[src/rtl/ysyx_22050019_icache.sv]
// Direct-mapped read-only instruction cache: 128-bit lines, two-beat 64-bit refill, fence.i flush.
// Optional hit/miss counters are built when ICACHE_PERF_EN is defined.
module ysyx_22050019_icache #(
  parameter int SETS  = 16,
  parameter int IDX_W = $clog2(SETS),
  parameter int TAG_W = 28 - IDX_W
) (
  input  logic         clk,
  input  logic         rst_n,
  input  logic         ar_valid_i,
  output logic         ar_ready_o,
  input  logic [31:0]  ar_addr_i,
  output logic         r_valid_o,
  input  logic         r_ready_i,
  output logic [127:0] r_data_o,
  output logic [1:0]   r_resp_o,
  input  logic         fence_i_i,
  output logic         mem_ar_valid_o,
  input  logic         mem_ar_ready_i,
  output logic [31:0]  mem_ar_addr_o,
  output logic [7:0]   mem_ar_len_o,
  output logic [2:0]   mem_ar_size_o,
  input  logic         mem_r_valid_i,
  output logic         mem_r_ready_o,
  input  logic [63:0]  mem_r_data_i,
  input  logic [1:0]   mem_r_resp_i,
  input  logic         mem_r_last_i,
  output logic [31:0]  perf_hit_o,
  output logic [31:0]  perf_miss_o
);

  // Handshakes: a transfer happens on a clk edge where valid and ready are both high;
  // a valid source holds its payload stable until that edge.
  typedef enum logic [2:0] {S_IDLE, S_LOOKUP, S_MISS_AR, S_MISS_R, S_RESP} state_t;

  state_t            r_state;
  logic [31:4]       r_addr;
  logic [SETS-1:0]   r_valid;
  logic [TAG_W-1:0]  r_tag  [SETS];
  logic [127:0]      r_line [SETS];
  logic [63:0]       r_beat0;
  logic              r_beat;
  logic              r_err;
  logic              r_fence_pend;

  logic [IDX_W-1:0]  w_idx;
  logic [TAG_W-1:0]  w_tag;
  logic              w_hit;
  logic              w_beat_done;
  logic              w_err;
  logic              w_fill_ok;
  logic [127:0]      w_line;
  logic              w_unused;

  assign w_idx       = r_addr[4+IDX_W-1:4];
  assign w_tag       = r_addr[31:4+IDX_W];
  assign w_hit       = r_valid[w_idx] && (r_tag[w_idx] == w_tag);
  // A last flag on beat 0 is a short burst: finish the refill, but as an error.
  assign w_beat_done = mem_r_last_i || r_beat;
  assign w_err       = r_err || (mem_r_resp_i != 2'd0) || (mem_r_last_i && !r_beat);
  assign w_line      = r_beat ? {mem_r_data_i, r_beat0} : {64'd0, mem_r_data_i};
  assign w_fill_ok   = (r_state == S_MISS_R) && mem_r_valid_i && w_beat_done && !w_err;
  assign w_unused    = ^ar_addr_i[3:0];

  assign ar_ready_o    = (r_state == S_IDLE) && !fence_i_i && !r_fence_pend;
  assign mem_ar_addr_o = {r_addr, 4'b0000};
  assign mem_ar_len_o  = 8'd1;
  assign mem_ar_size_o = 3'b011;

  always_ff @(posedge clk) begin
    if (!rst_n) begin
      r_state        <= S_IDLE;
      r_addr         <= '0;
      r_valid        <= '0;
      r_beat0        <= '0;
      r_beat         <= 1'b0;
      r_err          <= 1'b0;
      r_fence_pend   <= 1'b0;
      r_valid_o      <= 1'b0;
      r_data_o       <= '0;
      r_resp_o       <= 2'd0;
      mem_ar_valid_o <= 1'b0;
      mem_r_ready_o  <= 1'b0;
    end else begin
      if (fence_i_i && (r_state != S_IDLE)) r_fence_pend <= 1'b1;
      case (r_state)
        S_IDLE: begin
          if (fence_i_i || r_fence_pend) begin
            r_valid      <= '0;
            r_fence_pend <= 1'b0;
          end else if (ar_valid_i) begin
            r_addr  <= ar_addr_i[31:4];
            r_state <= S_LOOKUP;
          end
        end
        S_LOOKUP: begin
          if (w_hit) begin
            r_data_o  <= r_line[w_idx];
            r_resp_o  <= 2'd0;
            r_valid_o <= 1'b1;
            r_state   <= S_RESP;
          end else begin
            mem_ar_valid_o <= 1'b1;
            r_state        <= S_MISS_AR;
          end
        end
        S_MISS_AR: begin
          if (mem_ar_ready_i) begin
            mem_ar_valid_o <= 1'b0;
            mem_r_ready_o  <= 1'b1;
            r_beat         <= 1'b0;
            r_state        <= S_MISS_R;
          end
        end
        S_MISS_R: begin
          if (mem_r_valid_i) begin
            r_err <= w_err;
            if (w_beat_done) begin
              mem_r_ready_o <= 1'b0;
              r_beat        <= 1'b0;
              if (w_err) r_valid[w_idx] <= 1'b0;
              else       r_valid[w_idx] <= 1'b1;
              r_data_o  <= w_line;
              r_resp_o  <= w_err ? 2'd2 : 2'd0;
              r_valid_o <= 1'b1;
              r_state   <= S_RESP;
            end else begin
              r_beat0 <= mem_r_data_i;
              r_beat  <= 1'b1;
            end
          end
        end
        S_RESP: begin
          if (r_ready_i) begin
            r_valid_o <= 1'b0;
            r_err     <= 1'b0;
            r_state   <= S_IDLE;
          end
        end
        default: r_state <= S_IDLE;
      endcase
    end
  end

  // Line payload and tags need no reset: the valid bits gate every use.
  always_ff @(posedge clk) begin
    if (w_fill_ok) begin
      r_line[w_idx] <= w_line;
      r_tag[w_idx]  <= w_tag;
    end
  end

`ifdef ICACHE_PERF_EN
  logic [31:0] r_perf_hit;
  logic [31:0] r_perf_miss;

  always_ff @(posedge clk) begin
    if (!rst_n) begin
      r_perf_hit  <= '0;
      r_perf_miss <= '0;
    end else if (r_state == S_LOOKUP) begin
      if (w_hit && (r_perf_hit != 32'hFFFF_FFFF))    r_perf_hit  <= r_perf_hit + 32'd1;
      if (!w_hit && (r_perf_miss != 32'hFFFF_FFFF))  r_perf_miss <= r_perf_miss + 32'd1;
    end
  end

  assign perf_hit_o  = r_perf_hit;
  assign perf_miss_o = r_perf_miss;
`else
  assign perf_hit_o  = 32'd0;
  assign perf_miss_o = 32'd0;
`endif

endmodule

[config.mk]
export PLATFORM = sky130hd
export DESIGN_NAME = ysyx_22050019_icache
export DESIGN_NICKNAME = d
export VERILOG_FILES = /design/src/rtl/ysyx_22050019_icache.sv
export SDC_FILE = /design/constraint.sdc
export NUM_CORES = 2
export LEC_CHECK = 0
export BUFFER_PORTS_ARGS = -buffer_cell sky130_fd_sc_hd__buf_2
export CAP_MARGIN = 30
export CORE_MARGIN = 4
export CORE_UTILIZATION = 66
export DETAILED_ROUTE_END_ITERATION = 7
export GPL_ROUTABILITY_DRIVEN = 0
export PLACE_DENSITY = 0.83
export SYNTH_ARGS = -nofsm -noshare
export SYNTH_HDL_FRONTEND = slang
export SYNTH_SLANG_ARGS = --single-unit
[constraint.sdc]
create_clock -name clk -period 15.52 [get_ports clk]
set_input_delay 2.328 -clock clk [delete_from_list [all_inputs] [get_ports clk]]
set_output_delay 2.328 -clock clk [all_outputs]
set_load 0.03 [all_outputs]
* After elaboration in Yosys (flattened, before gate mapping)
Memory sizes are Yosys's and may differ from the RTL's. A register that Yosys moved wholly into a read port is not among the register bits.
Index checks and enable logic that the tools add are counted.
** Storage, ports and cells
- Register bits after elaboration :: 247
- Memory bits (writable) :: 2432
- Bits of input ports :: 106
- Output and inout port bits :: 241
- Word-level logic and storage cells :: 124
- Memories kept :: 2
** Memory list
- r_line :: depth 16, bits a word 128, rd ports 1, clocked after memory_dff 1, wr ports 1, RTL line 40 : logic [127:0] r_line [SETS];
- r_tag :: depth 16, bits a word 24, rd ports 1, clocked after memory_dff 1, wr ports 1, RTL line 39 : logic [TAG_W-1:0] r_tag [SETS];
** Cells by class
- Order comparisons :: 2
- Equal/unequal tests :: 14
- Muxes and demuxes :: 53
- Bitwise logic cells :: 5
- Reductions and logical operators :: 36
** Operators with widths (number)
- 2-to-1 mux 128 bit :: 4
- case mux 128 bit (2 select lines) :: 1
- 2-to-1 mux 16 bit :: 4
- case mux 16 bit (2 select lines) :: 1
- equality test 24 bit :: 1
- 2-to-1 mux 3 bit :: 7
- 2-to-1 mux 1 bit :: 19
- bitwise AND 16 bit :: 1
- 2-to-1 mux 4 bit :: 4
- != test 2 bit, second input constant :: 8
- inverter 16 bit :: 1
- OR 16 bit :: 1
- case mux 3 bit (5 select lines) :: 1
- AND reduction 3 bit :: 5
- AND reduction 4 bit :: 3
- nonzero test 2 bit :: 6
- logical AND 1 bit :: 9
- 2-to-1 mux 2 bit :: 4
- case mux 1 bit (2 select lines) :: 4
- equality test 3 x 2 -> 1 bit, second input constant :: 2
- AND reduction 6 bit :: 1
- nonzero test 3 bit :: 2
- less-than comparator 4 x 5 -> 1 bit, second input constant :: 1
- AND reduction 5 bit :: 1
- other kinds (12) :: 19

* Logic depth before layout (Yosys ltp)
- Depth after elaboration :: 10
- Mapped depth :: 16
- Mapped depth without buffers :: 9

* Worst setup path after synthesis
Ideal clock, no wire load.
- Path kind :: in2reg
- From :: in mem_r_last_i
- To :: mem r_line[11][0] (enable)
- Library setup time :: 666 ps
- Arrival time :: 10413 ps
- Required time :: 14854 ps
- Slack :: 4440 ps
- Stages on the path :: 4
- Path buffers :: 0
- Cell sequence :: a2111oi_0 and3_1 nand3_1 nor2_1
** On the way
- Word-level cells in the longest chain between the ends :: 6
- Elaborated cells between the ends (all ways) :: 8
- Classes of those cells :: mux (2); reduce/logical (6)
** RTL lines
- start, declared :: RTL line 27 : input logic mem_r_last_i,
- logical AND 1 bit :: RTL line 60 : assign w_err = r_err || (mem_r_resp_i != 2'd0) || (mem_r_last_i && !r_beat);
- logical OR 1 bit :: RTL line 60
- logical NOT 1 bit :: RTL line 62 : assign w_fill_ok = (r_state == S_MISS_R) && mem_r_valid_i && w_beat_done && !w_err;
- logical AND 1 bit * :: RTL line 62
- 2-to-1 mux 1 bit * :: RTL line 147 : if (w_fill_ok) begin
- 2-to-1 mux 1 bit (implied by the code) * :: RTL line 148 : r_line[w_idx] <= w_line;
- end, declared :: RTL line 40
Every way passes the cells marked *; elsewhere a longest branch is shown, timed or not.

==> flow_summary.toml <==
[run_status]
status = "finished clean"

[routing]
num_vias = 55900
ant_nets = 0
drt_pass1_iterations = 6
finalWirelength_mm = 287
viasPerCell = 7.31
post_drt_wl_per_cell_um = 37.5
drc = 0
drt_iter0_markers = 9616

[synthesis]
synth_seq_area_share_pct = 74.7
synth_ff_type = "edfxtp_1"
synthAdderAreaFrac_pct = 0
yosys.area.top_type_share_pct = 69.9
yosys.area.top_type = "edfxtp_1"
avgSynthCellArea_um2 = 20.8
synth_commonest_cells = "edfxtp_1 (2432), mux4_2 (742), nand2_1 (479), dfxtp_1 (250), clkbuf_1 (164)"
synth-seq-cells = 2682
synth_edf_count = 2432
synth-compound-area-share_pct = 1.88
synth-xor-area-share_pct = 0.235
synth_cell_type_count = 57
synth_top_family_by_area = "multiplexers"
netlist_top_cells_area = "edfxtp_1 (70%), mux4_2 (16%), dfxtp_1 (4.8%), nand2_1 (1.7%), mux2_2 (1.4%)"
synth_most_common_cell = "edfxtp_1"
synth_mux_area_share_pct = 18.3
synth_warnings = 0
synth.cell_area_um2 = 104000
synthSimpleGateAreaFrac_pct = 2.92
syn_inst = 5024
async_flop_share_pct = 0

[global_route]
met3_usage_pct = 8.04
antenna_found_initial = 32
grtUsageMet1_pct = 45.3
busiest_layer = "met2"
grt_pass1_vias = 57300
overflow = 0
grt_pass1_wl_mm = 410
grt_max_degree = 163
grt_util_met2_pct = 57.1
track_usage_pct = 35.3

[setup_path]
reg2reg_depth = 15
crit_fanout = 47
r2r_setup_slack_ns = 8.47
worstSetupStartpointType = "flop"
path_depth = 15
cpMaxStageDelayCell = "buf_4"
crit_arrival_ns = 7.81
r2r-end = "r_data_o[25]$_SDFFE_PN0P_"
setup.worst_path.class = "flop to flop"
cp_common_cell = "buf_4"
max_stage_delay_ns = 0.90
end_kind = "flop"
crit_chain = "buf_16 > buf_4 > buf_4 > mux4_2 > xor2_1 > a221oi_1 > a22oi_1 > a2111oi_0 > and4b_1 > a31oi_4 > buf_4 > nor2_4 > buf_4 > buf_4 > mux2i_1"
crit_family = "buffers and inverters"
cp.buffers_inverters = 6
critPathRequiredTime_ns = 16.28

[pwr]
leakagePower_uw = 0.0344
power.density_nw_per_um2 = 129
ir_worst_vdd_mv = 0.120

[placement]
place_hpwl_mm = 130
dpl.cell_count = 7143
placed_area_um2 = 108000
port_buffers = 262

[final_layout]
syn_to_final_growth_pct = 11.8
final_nets = 5476
multi_input_area_um2 = 24900
design_area_um2 = 117000
drive_gt1_share_pct = 30.7
seq_area_um2 = 78000
final_cells = 7645
fillers = 7760

[timing]
worstMarginPinSlew_ns = 1.29
fin_tns_setup_ns = 0
whs_ns = 0.455
timing.final.crit_share_pct = 45.4
skew_ns = 0.0476
finalCriticalPeriod_ns = 7.05
max_slew_margin_pct = 13.7
fmax_ghz = 0.142
slew_viol_final = 0
setup_viol = 0
hold_viol = 0
rsz0062_at_grt = "no"

[floorplan]
initial_utilization_pct = 66.6
core_area_um2 = 157000
die_h_um = 406
ios = 347
row_count = 145
die_w_um = 406
die_area_um2 = 165000

[cts]
cts-resized-gates = 0
cts_hold_buf = 0
clk_pin_slew_ns = 0.06
clk-insertion-delay-late_ns = 0.91
clock_path_buffers = 4
cts_buffers = 274
numClockSinks = 2682
cts_root_buf = "clkbuf_16"
htree_levels = 5
post_cts_buffers = 0
cts_tree = "done"

[min_path]
whs_endpoint = "r_data_o[52]$_SDFFE_PN0P_"
holdPathStages = 2
hold_path.class = "flop to flop"
min_from = "r_data_o[52]$_SDFFE_PN0P_"

[job]
drv_cap = 0
worst max path at each step:
stage,from,slack (ns),endpoint
floorplan,mem_r_last_i,4.44,r_line[11][0]$_DFFE_PP_
finish,flop,8.47,r_data_o[25]$_SDFFE_PN0P_
CTS,flop,7.74,r_data_o[25]$_SDFFE_PN0P_
global route,flop,8.14,r_data_o[25]$_SDFFE_PN0P_
detailed placement,flop,8.07,r_data_o[57]$_SDFFE_PN0P_
global placement,flop,8.30,r_data_o[63]$_SDFFE_PN0P_
cell usage in the layout (no fill, tap or decap), types with 11 or more instances in the layout:
cell / instances
edfxtp_1: 2432
mux4_2: 742
nand2_1: 478
clkbuf_16: 279
buf_2: 261
dfxtp_1: 246
mux2_2: 130
mux2i_1: 98
a21boi_0: 96
conb_1: 80
buf_4: 79
nand3_1: 72
and2_1: 67
clkbuf_1: 59
o221a_2: 45
clkinv_2: 45
nor2_1: 34
a21oi_1: 29
clkinv_1: 29
o21ai_0: 26
clkbuf_8: 22
bufinv_16: 20
diode_2: 19
o221a_1: 19
buf_12: 19
nor2_4: 17
xor2_1: 14
xnor2_1: 14
clkinvlp_4: 11
worst register-to-register path: stages (launching register included):
cell and delay [ns]:
dfxtp_4 0.36, buf_16 0.27, buf_4 0.81, buf_4 0.76, mux4_2 0.66, xor2_1 0.16
a221oi_1 0.45, a22oi_1 0.25, a2111oi_0 0.32, and4b_1 0.36, a31oi_4 0.11, buf_4 0.24
nor2_4 0.13, buf_4 0.69, buf_4 0.93, mux2i_1 0.42
flip-flops by register name (all words and copies together) (netlist names), named ones only:
signal / flops
mem_ar_valid_o: 1
r_state: 3
r_beat: 1
r_fence_pend: 1
r_data_o: 128
r_valid_o: 1
r_tag: 384
r_err: 1
r_addr: 28
mem_r_ready_o: 1
r_line: 2048
r_resp_o: 1
r_beat0: 64
r_valid: 16
metrics by stage:
| stage | utilization (%) | worst slack, ns | total power [uW] |
|---|---|---|---|
| after global placement | 68.7 | 8.30 | 8650 |
| after floorplan | - | 4.44 | 8490 |
| after CTS | 74.3 | 7.74 | 15000 |
| after detailed placement | 68.8 | 8.07 | 8670 |
| after global routing | 74.5 | 8.14 | 15400 |
| final | 74.5 | 8.47 | 15000 |
power by group:
| part | internal (uW) | switching, uW | leakage [uW] |
|---|---|---|---|
| clock network | 3740 | 2740 | 0.00422 |
| registers | 7840 | 32.1 | 0.0218 |
| logic | 258 | 418 | 0.00833 |
logic make-up (layout without fill, tap and decap cells):
group	count (synthesis)	in the layout
buf+inv	384	850
compound gates	247	247
mux	970	970
xor+xnor	28	28
simple gates	711	711
other cells	2	99
flops	2682	2682
final cells by class:
cell class | count | share of cell area [%]
flip-flops and latches | 2682 | 66.8
multi-input cells | 2036 | 21.3
clock buffers | 360 | 6.43
well taps | 2058 | 2.21
repair buffers | 370 | 2.20
clock inverters | 114 | 0.951
diodes | 19 | 0.0407
inverters | 6 | 0.0257
layer usage:
layer,vias to the layer above,wire (um)
met4,20,18200
met3,1042,34100
met1,28600,92000
met5,-,141
met2,5183,142000
li1,21100,-
(Power assumes the default switching activity.)
